File: src/rtl/door_sequencer.sv
// Door motor sequencer: drives open/close motor outputs from presence, e-stop and limit
// switches, with auto-close dwell, obstruction reversal via a brake interval, a motor-run
// watchdog and a sticky fault that only reset clears.
module door_sequencer #(
  parameter int unsigned HOLD_CYCLES   = 1000,
  parameter int unsigned MOTOR_TIMEOUT = 5000,
  parameter int unsigned BRAKE_CYCLES  = 50,
  parameter int unsigned CNT_W         = 16
) (
  input  logic       i_clk,
  input  logic       i_rst,
  input  logic       i_ena,
  input  logic       i_sen,
  input  logic       i_se,
  input  logic       i_la,
  input  logic       i_lc,
  output logic       o_ma,
  output logic       o_mc,
  output logic [2:0] o_state,
  output logic       o_fault,
  output logic [3:0] o_rev_cnt
);

  typedef enum logic [2:0] {
    StClosed   = 3'd0,
    StOpening  = 3'd1,
    StOpenHold = 3'd2,
    StClosing  = 3'd3,
    StBrake    = 3'd4,
    StEstop    = 3'd5,
    StFault    = 3'd6,
    StInit     = 3'd7
  } state_e;

  // Terminal timer values: the transition fires on the edge where the timer holds these.
  localparam logic [CNT_W-1:0] HoldLast    = CNT_W'(HOLD_CYCLES - 1);
  localparam logic [CNT_W-1:0] TimeoutLast = CNT_W'(MOTOR_TIMEOUT - 1);
  localparam logic [CNT_W-1:0] BrakeLast   = CNT_W'(BRAKE_CYCLES - 1);

  state_e           r_state;
  logic [CNT_W-1:0] r_timer;
  logic             r_fault;
  logic [3:0]       r_rev_cnt;

  // State, shared timer, sticky fault and reversal counter; everything freezes while ena=0.
  always_ff @(posedge i_clk) begin
    if (i_rst) begin
      r_state   <= StInit;
      r_timer   <= '0;
      r_fault   <= 1'b0;
      r_rev_cnt <= 4'd0;
    end else if (i_ena) begin
      // Default: stay and count; any state change below overrides with a cleared timer.
      if (r_timer != {CNT_W{1'b1}}) r_timer <= r_timer + 1'b1;

      if (r_state == StFault) begin
        r_fault <= 1'b1;
      end else if (i_la && i_lc) begin
        // Both limits at once is physically impossible: treat as a sensor failure.
        r_state <= StFault;
        r_timer <= '0;
        r_fault <= 1'b1;
      end else if (i_se) begin
        if (r_state != StEstop) begin
          r_state <= StEstop;
          r_timer <= '0;
        end
      end else begin
        case (r_state)
          StInit: begin
            r_timer <= '0;
            if (i_lc)      r_state <= StClosed;
            else if (i_la) r_state <= StOpenHold;
            else           r_state <= StClosing;
          end
          StClosed: begin
            if (i_sen) begin
              r_state <= StOpening;
              r_timer <= '0;
            end
          end
          StOpening: begin
            if (i_la) begin
              r_state <= StOpenHold;
              r_timer <= '0;
            end else if (r_timer == TimeoutLast) begin
              r_state <= StFault;
              r_timer <= '0;
              r_fault <= 1'b1;
            end
          end
          StOpenHold: begin
            if (i_sen) begin
              r_timer <= '0;
            end else if (r_timer == HoldLast) begin
              r_state <= StClosing;
              r_timer <= '0;
            end
          end
          StClosing: begin
            // lc wins over sen: a door that is already shut needs no reversal.
            if (i_lc) begin
              r_state <= StClosed;
              r_timer <= '0;
            end else if (i_sen) begin
              r_state <= StBrake;
              r_timer <= '0;
              if (r_rev_cnt != 4'hf) r_rev_cnt <= r_rev_cnt + 4'd1;
            end else if (r_timer == TimeoutLast) begin
              r_state <= StFault;
              r_timer <= '0;
              r_fault <= 1'b1;
            end
          end
          StBrake: begin
            if (r_timer == BrakeLast) begin
              r_state <= StOpening;
              r_timer <= '0;
            end
          end
          StEstop: begin
            r_timer <= '0;
            if (i_sen)     r_state <= StOpening;
            else if (i_lc) r_state <= StClosed;
            else if (i_la) r_state <= StOpenHold;
            else           r_state <= StClosing;
          end
          default: begin
            r_state <= StFault;
            r_timer <= '0;
            r_fault <= 1'b1;
          end
        endcase
      end
    end
  end

  // Motor drives are gated by ena so a frozen sequencer never powers the motor.
  always_comb begin
    o_ma = (r_state == StOpening) && i_ena;
    o_mc = (r_state == StClosing) && i_ena;
  end

  assign o_state   = r_state;
  assign o_fault   = r_fault;
  assign o_rev_cnt = r_rev_cnt;

endmodule

File: config.mk
export PLATFORM = sky130hd
export DESIGN_NAME = door_sequencer
export DESIGN_NICKNAME = d
export VERILOG_FILES = /design/src/rtl/door_sequencer.sv
export SDC_FILE = /design/constraint.sdc
export NUM_CORES = 1
export LEC_CHECK = 0
export BUFFER_PORTS_ARGS = -buffer_cell sky130_fd_sc_hd__buf_2
export CORE_ASPECT_RATIO = 2
export CORE_MARGIN = 3
export CORE_UTILIZATION = 45
export CTS_CLUSTER_DIAMETER = 80
export DETAILED_ROUTE_END_ITERATION = 10
export PLACE_DENSITY = 0.66
export SETUP_SLACK_MARGIN = 0.2
export SLEW_MARGIN = 20
export SYNTH_ARGS = -nofsm -noshare
export SYNTH_HDL_FRONTEND = slang
export SYNTH_SLANG_ARGS = --single-unit
File: constraint.sdc
create_clock -name i_clk -period 2.1 [get_ports i_clk]
set_input_delay 0.42 -clock i_clk [delete_from_list [all_inputs] [get_ports i_clk]]
set_output_delay 0.42 -clock i_clk [all_outputs]
set_load 0.1 [all_outputs]
==> impl_metrics.env, run 1 <==
export IMPL_status="finished, final reports clean"
export IMPL_root_buffer="clkbuf_8"
export IMPL_grt_pass1_wl_um=7530
export IMPL_fin_cells=290
export IMPL_slowest_stage="or4b_4"
export IMPL_cts_tree="yes"
export IMPL_met1_length_um=1630
export IMPL_ant_nets=0
export IMPL_syn_to_final_growth_pct=26.8
export IMPL_period_minus_slack_ns=1.99
export IMPL_fmax_mhz=502
export IMPL_hp_class="reg2reg"
export IMPL_synth_yosys_seq_area_share_pct=28.6
export IMPL_drt_pass1_iter_count=4
export IMPL_start_util_pct=48.1
export IMPL_synth_most_common_cell="nor2_1"
export IMPL_slew_viol_final=0
export IMPL_finalCritPeriodShare_pct=94.9
export IMPL_cts_buffers_inserted=3
export IMPL_whs_ns=0.466
export IMPL_synthCells=206
export IMPL_via_count=1742
export IMPL_wl_met3_um=200
export IMPL_synth_cell_types=53
export IMPL_pin_count=17
export IMPL_grt_overflow=0
export IMPL_async_flop_share_pct=0
export IMPL_startpoint_type="flop"
export IMPL_place_inst=278
export IMPL_worstSkewPairLatency_ns=0.27
export IMPL_die_area_um2=4540
export IMPL_antenna_found_initial=0
export IMPL_crit_path_max_incr_delay_ns=0.59
export IMPL_gp_congestion=0.951
export IMPL_wl_met2_um=2620
export IMPL_drcViolationCount=0
export IMPL_diodes=0
export IMPL_arrival_ns=2.17
export IMPL_r2r_cells=5
export IMPL_ys_flop_type="dfxtp_1"
export IMPL_leakagePower_nw=0.729
export IMPL_setup_slack_ns=0.107
export IMPL_ys_warn_count=0
export IMPL_nets=253
export IMPL_clock_sinks=24
export IMPL_required_ns=2.28
export IMPL_tightest_slew_ns=0.487
export IMPL_grt_max_degree=18
export IMPL_dp_hpwl_um=3410
export IMPL_cts_max_level=1
export IMPL_syn_num_nets=216
export IMPL_nFillCells=322
export IMPL_drv_cap=0
export IMPL_setup_viol=0
export IMPL_pre_cts_ws_ns=0.0721
export IMPL_max_slew_margin_pct=67.8
export IMPL_synth_area_leader_cell="dfxtp_1"
export IMPL_path_max_fanout=3
export IMPL_critPathCaptureType="flop"
export IMPL_synth_top_cells_by_area="dfxtp_1 (29%), nor2_1 (6.0%), xor2_1 (4.7%)"
export IMPL_worstPathCellList="or4b_4 > nor4_4 > nor4_1 > or3_4 > o31ai_2"
export IMPL_die_y_um=92.4
export IMPL_path_clk_slew_ns=0.08
export IMPL_drt_iter0_drc=60
export IMPL_cts_hold_buffers_added=0
export IMPL_die_w_um=49.2
export IMPL_port_buffer_count=16
export IMPL_clockBufferDepth=2
export IMPL_top_layer_used="met4"
export IMPL_yosys_area_top_type_share_pct=28.6
export IMPL_whs_path_depth=1
export IMPL_grt_pass1_vias=1695
export IMPL_wl_per_cell_um=16.0
export IMPL_synth_edff_count=0
export IMPL_syn_area_um2=1680
export IMPL_pwr_density_cell_nw_per_um2=479
export IMPL_timing_hold_violations_final=0
export IMPL_crit_type="reg2reg"
export IMPL_synth_commonest_cells="nor2_1 (27), dfxtp_1 (24), nand2_1 (17)"
export IMPL_finalClockSkew_ns=0.00492
export IMPL_ys_seq_elements=24
export IMPL_syn_avg_cell_area_um2=8.14
export IMPL_wl_um=4640
export IMPL_via_per_inst=6.01
export IMPL_drive_above_1_share_pct=36.0
export IMPL_rows=30
export IMPL_core_area_um2=3490
export IMPL_ir_drop_mv=0.367
export IMPL_rsz0062_at_grt="true"
export IMPL_setup_tns_ns=0
export IMPL_grtUsageTotal_pct=20.9
[final timing paths]
kind	slack [ns]	from	endpoint
max	0.11	r_timer[15]	o_state[0]
min	0.47	o_fault	o_fault
max reg2reg	0.11	r_timer[15]	o_state[0]
min reg2reg	0.47	o_fault	o_fault
[routing by layer]
layer  GRT usage (%)  up-vias
met4            14.3        0
met3            2.90       19
met2            40.0       72
li1                -      836
met1            19.6      815
met5               0        -
[final cells by class]
class / instances / area (µm²) / area share, %
Timing Repair Buffer: 41 / 293 / 13.8
Inverter: 7 / 30.0 / 1.41
Multi-Input combinational cell: 166 / 1190 / 56.0
Clock buffer: 4 / 45.0 / 2.12
Tap cell: 48 / 60.1 / 2.82
Sequential cell: 24 / 509 / 23.9
[where the power goes]
part,leakage (nW),switching (W),internal [W]
Clock,0.0228,0.000145,0.000136
Combinational,0.506,0.000161,0.0000881
Sequential,0.200,0.0000243,0.000465
Total,0.729,0.000331,0.000689
[state kept, by name (all words and copies together) (netlist names)]
name and flops:
o_fault 1, o_rev_cnt 4, o_state 3, r_timer 16
[cell families (layout without fill, tap and decap cells)]
kind of cell / after synthesis / in the layout / synth area share (%)
AND/OR/NAND/NOR: 105 / 106 / 37.7
AO/OA/AOI/OAI: 41 / 41 / 15.9
flip-flops: 24 / 24 / 28.6
multiplexers: 6 / 6 / 3.65
buffers and inverters: 17 / 52 / 6.64
adder cells (fa/ha/maj): 3 / 3 / 2.24
XOR/XNOR: 10 / 10 / 5.22
[timing repair]
action,CTS,global route
buffers inserted,1,6
hold endpoints to repair,0,0
pin swaps,4,8
gates resized for setup,7,13
endpoints found under the setup margin,21,21
cloned,0,1
[cells in the final DEF (no fill, tap or decap), types with 3 or more instances in the layout]
cell / Yosys / routed
or3_1: 5 / 4
dfxtp_2: 0 / 8
xor2_1: 9 / 9
nand4_1: 4 / 4
clkbuf_8: 2 / 3
nor2_1: 27 / 26
dfxtp_4: 0 / 5
nand2_1: 17 / 17
o21ai_1: 1 / 3
or3b_2: 3 / 3
nor4_1: 7 / 4
o211ai_1: 5 / 5
mux2i_1: 5 / 5
a21oi_1: 6 / 6
nor3_1: 3 / 3
or4_4: 1 / 3
nand3_1: 8 / 8
buf_4: 3 / 24
o21ai_0: 14 / 12
inv_1: 7 / 6
nor4_4: 2 / 4
buf_2: 1 / 14
nand3b_1: 3 / 3
dfxtp_1: 24 / 11
[critical path, delay by kind of cell (launching register included)]
family	cells	cell delay, ns
AND/OR/NAND/NOR	4	1.38
flip-flops	1	0.35
AO/OA/AOI/OAI	1	0.18
[stage by stage]
| stage | util (%) | cell area, µm² | power, W |
|---|---|---|---|
| after floorplan | - | 1750 | 0.000675 |
| after global placement | 55.6 | 1940 | 0.000724 |
| after detailed placement | 55.6 | 1940 | 0.000729 |
| after CTS | 57.8 | 2020 | 0.00101 |
| after global routing | 61.0 | 2130 | 0.00107 |
| final | 61.0 | 2130 | 0.00102 |
Note: power is estimated with default switching activity, not from simulation.
==> run 2, diff against run 1 <==
--- a/config.mk
+++ b/config.mk
@@ -11,8 +11,8 @@
 export CORE_UTILIZATION = 45
 export CTS_CLUSTER_DIAMETER = 80
 export DETAILED_ROUTE_END_ITERATION = 10
-export PLACE_DENSITY = 0.66
-export SETUP_SLACK_MARGIN = 0.2
+export PLACE_DENSITY = 0.68
+export SKIP_LAST_GASP = 1
 export SLEW_MARGIN = 20
 export SYNTH_ARGS = -nofsm -noshare
 export SYNTH_HDL_FRONTEND = slang
==> run 2 against run 1 <==
Clock power up 17%; die area unchanged; largest cell class unchanged; first-iteration DRC count fell by 22%; sequential cell count did not move.
==> impl_metrics.env, run 2 (same netlist as run 1, synthesis figures left out) <==
export IMPL_hold_path_endpoint="o_rev_cnt[0]"
export IMPL_wl_um=4480
export IMPL_slowest_stage="or4_4"
export IMPL_layout_common_cells="nor2_1 (26), buf_4 (23), dfxtp_1 (18)"
export IMPL_required_ns=2.29
export IMPL_worstReg2RegStart="r_timer[10]"
export IMPL_dp_hpwl_um=3450
export IMPL_antenna_found_initial=0
export IMPL_ant_nets=0
export IMPL_cts_buffers_inserted=3
export IMPL_grtUsageTotal_pct=20.4
export IMPL_whs_ns=0.470
export IMPL_finalClockSkew_ns=0.00252
export IMPL_path_max_fanout=4
export IMPL_postLayoutCoreUtil_pct=57.7
export IMPL_drive_above_1_share_pct=29.3
export IMPL_core_area_um2=3490
export IMPL_grt_max_degree=17
export IMPL_start_util_pct=48.1
export IMPL_crit_path_max_incr_delay_ns=0.60
export IMPL_slew_viol_final=0
export IMPL_critPathBufInv=0
export IMPL_ff2ff_setup_slack_ns=0.05
export IMPL_drv_cap=0
export IMPL_r2r_cells=5
export IMPL_gp_congestion=0.900
export IMPL_status="finished, final reports clean"
export IMPL_setup_slack_ns=0.0484
export IMPL_nets=250
export IMPL_drt_pass1_iter_count=4
export IMPL_worstPathCellList="or4_4 > nor4_4 > nor4_1 > or3_4 > o31ai_2"
export IMPL_pwr_share_seq_pct=46.8
export IMPL_p_sw_w=0.000340
export IMPL_fin_cells=287
export IMPL_die_y_um=92.4
export IMPL_crit_type="reg2reg"
export IMPL_clockBufferDepth=2
export IMPL_finalCritPeriodShare_pct=97.7
export IMPL_worstSkewPairLatency_ns=0.27
export IMPL_ir_drop_mv=0.426
export IMPL_tightest_slew_ns=0.484
export IMPL_max_slew_margin_pct=67.5
export IMPL_min_from="i_rst"
export IMPL_r2r_end="o_state[0]"
export IMPL_rows=30
export IMPL_via_count=1694
export IMPL_wl_per_cell_um=15.6
export IMPL_cp_startpoint="r_timer[10]"
export IMPL_path_clk_slew_ns=0.09
export IMPL_startpoint_type="flop"
export IMPL_hp_class="in2reg"
export IMPL_setup_viol=0
export IMPL_cts_tree="yes"
export IMPL_leakagePower_nw=0.698
export IMPL_diodes=0
export IMPL_period_minus_slack_ns=2.05
export IMPL_post_cts_resize_count=0
export IMPL_whs_path_depth=2
export IMPL_root_buffer="clkbuf_8"
export IMPL_drt_iter0_drc=47
export IMPL_grt_overflow=0
export IMPL_cts_max_level=1
export IMPL_setup_tns_ns=0
export IMPL_drcViolationCount=0
export IMPL_p_clk_share_pct=31.3
export IMPL_pre_cts_ws_ns=0.0259
export IMPL_port_buffer_count=16
export IMPL_syn_to_final_growth_pct=20.0
export IMPL_rsz0062_at_grt="true"
export IMPL_combinationalPowerShare_pct=21.9
export IMPL_swShare_pct=32.4
export IMPL_arrival_ns=2.24
export IMPL_layout_commonest_cell="nor2_1"
export IMPL_largest_reg_flops=16
export IMPL_die_w_um=49.2
export IMPL_die_area_um2=4540
export IMPL_critPathCaptureType="flop"
export IMPL_cp_top_family="simple AND/OR/NAND/NOR gates"
export IMPL_pin_count=17
export IMPL_cts_hold_buffers_added=0
export IMPL_top_register="r_timer"
export IMPL_place_inst=283
export IMPL_p_int_w=0.000710
export IMPL_pwr_density_cell_nw_per_um2=521
export IMPL_cts_setup_buffers=0
export IMPL_timing_hold_violations_final=0
export IMPL_fmax_mhz=487
export IMPL_via_per_inst=5.90
export IMPL_grt_pass1_vias=1679
export IMPL_clock_sinks=24
export IMPL_grt_pass1_wl_um=7380
## run 2: cell count changes in the layout (fill, tap and decap cells not counted), sizes merged
cell      delta
inv          +1
buf          -3
clkbuf       +1
clkinvlp     -1
or3          -1
## run 2: worst register-to-register path: stages, from the launching register on
cell and delay (ns):
dfxtp_1 0.32, or4_4 0.60, nor4_4 0.35, nor4_1 0.08
or3_4 0.41, o31ai_2 0.21
## run 2: routing by layer
layer | up-vias | global-route usage (%) | share of wire [%]
li1 | 826 | - | -
met1 | 788 | 20.2 | 37
met2 | 60 | 38.9 | 55
met3 | 20 | 1.45 | 3.0
met4 | 0 | 13.3 | 4.7
met5 | - | 0 | 0
## run 2: how the worst max path moves through the flow
stage / to / slack [ns] / cells after the start
global route: o_state[0] / -0.02 / 5
floorplan: o_ma / -0.02 / 4
global placement: o_state[0] / 0.03 / 5
CTS: o_state[0] / 0.03 / 5
detailed placement: o_state[0] / 0.03 / 5
finish: o_state[0] / 0.05 / 5
## run 2: cell type report
class	instances	area (µm²)
tap	48	60.1
inverter	7	26.3
timing repair buffer	39	255
clock buffer	4	55.1
multi-input combinational	165	1130
fill	341	1480
sequential	24	490
## run 2: per-stage QoR
step,area (µm²),power (W)
detailed placement,1930,0.000727
floorplan,1710,0.000673
global route,2010,0.00109
CTS,1990,0.00105
finish,2010,0.00105
global placement,1930,0.000727
## run 2: power by group through the flow
stage	clock [W]	sequential [W]	combinational, W
finish	0.000328	0.000491	0.000230
global route	0.000348	0.000494	0.000247
detailed placement	0	0.000501	0.000227
CTS	0.000330	0.000490	0.000227
floorplan	0	0.000549	0.000124
global placement	0	0.000501	0.000227
